## config.mk

```make
export PLATFORM = sky130hd
export DESIGN_NAME = rs_issue_select
export DESIGN_NICKNAME = d
export VERILOG_FILES = /design/src/rtl/rs_issue_select_pkg.sv /design/src/rtl/rs_issue_select_rot_prio_pick.sv /design/src/rtl/rs_issue_select.sv
export SDC_FILE = /design/constraint.sdc
export NUM_CORES = 1
export LEC_CHECK = 0
export ABC_AREA = 1
export BUFFER_PORTS_ARGS = -buffer_cell sky130_fd_sc_hd__buf_2
export CORE_MARGIN = 1.5
export CORE_UTILIZATION = 35
export DETAILED_ROUTE_END_ITERATION = 10
export GPL_ROUTABILITY_DRIVEN = 1
export MAX_ROUTING_LAYER = met4
export PLACE_DENSITY = 0.65
export SLEW_MARGIN = 20
export SYNTH_ARGS = -nofsm -noshare
export SYNTH_HDL_FRONTEND = slang
export SYNTH_SLANG_ARGS = --single-unit
```

## constraint.sdc

```tcl
create_clock -name clock -period 3.3 [get_ports clock]
set_input_delay 0.66 -clock clock [delete_from_list [all_inputs] [get_ports clock]]
set_output_delay 0.66 -clock clock [all_outputs]
set_load 0.05 [all_outputs]
```

## src/rtl/rs_issue_select_pkg.sv

```systemverilog
`default_nettype none
// ============================================================================
//  Module   : rs_issue_select_pkg
//  Brief    : Shared sizing constants and types for the RS issue-select lane.
//  Revision : 1.0 - initial release
// ============================================================================
package rs_issue_select_pkg;

  // Default number of reservation-station entries feeding one FU lane.
  localparam int ISSUE_N     = 8;
  localparam int ISSUE_IDX_W = $clog2(ISSUE_N);

  // Entry index and per-entry one-hot vector at the default size.
  typedef logic [ISSUE_IDX_W-1:0] issue_idx_t;
  typedef logic [ISSUE_N-1:0]     onehot_t;

endpackage : rs_issue_select_pkg
`default_nettype wire

```

## src/rtl/rs_issue_select_rot_prio_pick.sv

```systemverilog
`default_nettype none
// ============================================================================
//  Module   : rot_prio_pick
//  Brief    : Combinational rotating-priority picker. Searches the candidate
//             vector upward from the priority pointer, wrapping at N-1 to 0,
//             and returns the first set entry as index and one-hot.
//  Revision : 1.0 - initial release
// ============================================================================
module rot_prio_pick
  import rs_issue_select_pkg::*;
#(
  parameter int N     = ISSUE_N,
  parameter int IDX_W = $clog2(N)
) (
  input  logic [N-1:0]     cand_i,
  input  logic [IDX_W-1:0] rot_ptr_i,
  output logic [IDX_W-1:0] winner_o,
  output logic [N-1:0]     winner_oh_o,
  output logic             any_o
);

  logic             w_found;
  logic [IDX_W-1:0] w_idx;

  assign any_o = |cand_i;

  // Walk the entries in priority order; N is a power of two so the index
  // addition wraps at N-1 back to 0 on its own.
  always_comb begin
    w_found  = 1'b0;
    w_idx    = '0;
    winner_o = '0;
    for (int k = 0; k < N; k++) begin
      w_idx = rot_ptr_i + IDX_W'(k);
      if (!w_found && cand_i[w_idx]) begin
        w_found  = 1'b1;
        winner_o = w_idx;
      end
    end
  end

  // One-hot form of the winner, all-zero when nothing is a candidate.
  for (genvar j = 0; j < N; j++) begin : g_oh
    assign winner_oh_o[j] = any_o && (winner_o == IDX_W'(j));
  end

endmodule : rot_prio_pick
`default_nettype wire

```

## src/rtl/rs_issue_select.sv

```systemverilog
`default_nettype none
// ============================================================================
//  Module   : rs_issue_select
//  Brief    : Issue-select stage for one FU lane. Picks one ready RS entry per
//             cycle with a rotating priority pointer, registers it toward the
//             FU under valid/ready, and pulses a one-hot acknowledge so the RS
//             can clear the issued entry.
//  Config   : ISSUE_ROTATE_EN - when defined the priority pointer advances to
//             winner+1 on every load (round-robin); otherwise it stays at 0
//             (fixed priority, lowest index wins).
//  Revision : 1.0 - initial release
// ============================================================================
module rs_issue_select
  import rs_issue_select_pkg::*;
#(
  parameter int N     = ISSUE_N,
  parameter int IDX_W = $clog2(N)
) (
  input  logic             clock,
  input  logic             reset,
  input  logic [N-1:0]     ready_vec,
  input  logic             squash,
  input  logic             out_ready,
  output logic             out_valid,
  output logic [IDX_W-1:0] out_idx,
  output logic [N-1:0]     issue_ack,
  output logic [IDX_W-1:0] rot_ptr
);

  logic             out_valid_q, out_valid_d;
  logic [IDX_W-1:0] out_idx_q,   out_idx_d;
  logic [N-1:0]     issue_ack_q, issue_ack_d;
  logic [IDX_W-1:0] rot_ptr_q,   rot_ptr_d;

  logic [N-1:0]     w_cand;
  logic [IDX_W-1:0] w_winner;
  logic [N-1:0]     w_winner_oh;
  logic             w_any;
  logic             w_load;

  // The entry acknowledged last edge is still set in ready_vec while the RS
  // clears it, so it must not be picked a second time.
  assign w_cand = ready_vec & ~issue_ack_q;

  rot_prio_pick #(
    .N     (N),
    .IDX_W (IDX_W)
  ) u_pick (
    .cand_i      (w_cand),
    .rot_ptr_i   (rot_ptr_q),
    .winner_o    (w_winner),
    .winner_oh_o (w_winner_oh),
    .any_o       (w_any)
  );

  // Capture only when the output slot is empty or being drained this cycle.
  assign w_load = !squash && w_any && (!out_valid_q || out_ready);

  // Next-state: squash wins, then a new capture, otherwise drain or hold.
  always_comb begin
    out_valid_d = out_valid_q;
    out_idx_d   = out_idx_q;
    issue_ack_d = '0;
    rot_ptr_d   = rot_ptr_q;
    if (squash) begin
      out_valid_d = 1'b0;
    end else if (w_load) begin
      out_valid_d = 1'b1;
      out_idx_d   = w_winner;
      issue_ack_d = w_winner_oh;
`ifdef ISSUE_ROTATE_EN
      rot_ptr_d   = w_winner + IDX_W'(1);
`else
      rot_ptr_d   = '0;
`endif
    end else if (out_valid_q && out_ready) begin
      out_valid_d = 1'b0;
    end
  end

  // State registers with asynchronous clear.
  always_ff @(posedge clock or posedge reset) begin
    if (reset) begin
      out_valid_q <= 1'b0;
      out_idx_q   <= '0;
      issue_ack_q <= '0;
      rot_ptr_q   <= '0;
    end else begin
      out_valid_q <= out_valid_d;
      out_idx_q   <= out_idx_d;
      issue_ack_q <= issue_ack_d;
      rot_ptr_q   <= rot_ptr_d;
    end
  end

  assign out_valid = out_valid_q;
  assign out_idx   = out_idx_q;
  assign issue_ack = issue_ack_q;
  assign rot_ptr   = rot_ptr_q;

endmodule : rs_issue_select
`default_nettype wire
```

==> qor.yml <==
global_route:
  grt_max_degree: 14
  grt_usage: 0.140
  gr-total-overflow: 0
  antenna_found_initial: 0
  grt_pass1_wl_um: 2080
  first_global_vias: 533
floorplanning:
  fp.dieH_um: 47.7
  dieArea_um2: 2280
  fp.dieW_um: 47.7
  fp.coreArea_um2: 1920
  ios: 27
  start_util: 0.365
  num_rows: 16
critical_path:
  path_buf_inv: 1
  crit_slowest_cell: "dfrtp_1"
  arrival_ps: 910
  cp_cell_sequence: "buf_2"
  required_ps: 2640
  reg2reg_from: "issue_ack[1]"
  cp_top_family: "flip-flops"
  startpoint: "out_idx[1]"
  crit_path_end_kind: "output pin"
  worstSetupStartpointType: "flop"
  critPathMaxFanout: 2
  slowest_delay_ps: 370
  setup.worst_path.class: "flop to output pin"
timing:
  skew_ps: 5.28
  period_minus_slack_ps: 1570
  period_share: 0.477
  rsz0062_at_grt: "no"
  setup_tns_ps: 0
  hold_viol: 0
  fmax_ghz: 0.635
  setup_viol: 0
  setup_ws_ps: 1730
  final_max_slew_viol_count: 0
routing:
  dr.pass1.iters: 4
  detail-route-antenna-nets: 0
  routed-wl-met2_um: 581
  wire_per_inst_um: 9.26
  met3WireLength_um: 76
  vias: 568
  drt_iter0_markers: 12
  drc: 0
  via_per_inst: 4.21
  top_layer: "met4"
  wl_met1_um: 580
  drt-total-wl_um: 1250
clocking:
  clock_sinks: 12
  cts_buffer_depth: 2
  root_buffer: "clkbuf_4"
  cts_made_buffers: 3
  cts_setup_buffers: 0
  cts_tree: "yes"
  clk_pin_slew_worst_paths_ps: 80
  htree_levels: 1
  postCtsHoldBufs: 0
  clock_latency_ps: 280
  cts_resized: 0
synthesis:
  synthCells: 83
  synth.area.top_cells: "dfrtp_1, nand2_1, inv_1, nand2_2, nor3_2"
  syn_avg_cell_area_um2: 8.44
  ys_ff_latch: 12
  syn-cell-area_um2: 701
  yosysWarnings: 0
  yosysSeqAreaShare: 0.429
  yosys.area.top_type_share: 0.429
  synth_top_area_cell: "dfrtp_1"
  netlist-cell-type-count: 19
placement:
  place_congestion: 0.801
  place_area_um2: 815
  place_inst: 131
  hpwlAfterDp_um: 978
  dp_slack_ps: 1610
  port_buffers: 23
flow_run:
  maxCapViolCount: 0
layout:
  syn_to_final_growth_pct: 21.4
  final_area_um2: 851
  num_antenna_cells: 0
  drive_gt1_frac: 0.417
  stdcell_count: 135
  fin_nets: 121
run_status:
  status: "completed"
pwr:
  power.total_uw: 372
  powerDensity_nw_per_um2: 437
  p_leak_nw: 0.477
  ir_drop_mv: 0.220
worst_hold_path:
  hold_class: "input pin to async pin"
-- synth_stat cells, drive strengths merged --
cell	n
nand2	30
inv	17
dfrtp	12
nor2	6
nand3	5
buf	4
nor3	4
a41oi	1
conb	1
nand4	1
nor3b	1
o21ai	1
-- worst paths after layout --
kind	endpoint	slack [ps]	cells after the start
worst max-delay path	out_idx[1]	1730	1
worst min-delay path	issue_ack[0]	370	2
worst max register to register	out_idx[0]	2000	9
worst min register to register	out_idx[2]	500	2
max in group asynchronous	issue_ack[7]	2610	2
min in group clock	out_idx[2]	500	2
-- per-stage QoR --
step                      hold WS, ps  utilization
after floorplan                   525            -
after global placement            471        0.424
after detailed placement          481        0.424
after CTS                         379        0.443
after global routing              413        0.443
final                             372        0.443
-- routing by layer --
layer / track usage / vias to the layer above
met3: 0.0604 / 2
met5: - / -
li1: - / 292
met2: 0.205 / 21
met4: 0.0703 / 0
met1: 0.162 / 253
-- cells by family (layout without fill, tap and decap cells) --
| kind of cell | after synthesis | after routing | synth area share |
|---|---|---|---|
| AO/OA/AOI/OAI | 2 | 2 | 0.0196 |
| buffers and inverters | 21 | 44 | 0.152 |
| flip-flops | 12 | 12 | 0.429 |
| other | 1 | 3 | 0.00535 |
| AND/OR/NAND/NOR | 47 | 47 | 0.395 |
-- flip-flops by register name, indices dropped and copies added (netlist names) --
signal,cells
issue_ack,8
out_idx,3
out_valid,1
-- placed cells by master (no fill, tap or decap), drive strengths merged --
cell	n
dfrtp	12
nand2	30
nor2	6
clkbuf	4
conb	3
buf	23
nand3	5
inv	17
nand4	1
nor3	4
nor3b	1
o21ai	1
a41oi	1
-- power by group --
part           leakage [nW]  switching, mW  internal [mW]
Sequential            0.162        0.00448          0.155
Combinational         0.295         0.0710         0.0235
Clock                0.0210         0.0507         0.0671
-- area by class of cell --
cell class	count	area [µm²]
flip-flops and latches	12	300
clock buffers	4	36.3
inverters	17	63.8
multi-input cells	52	302
fillers	207	1070
well taps	27	33.8
repair buffers	23	115
(Power assumes the default switching activity.)
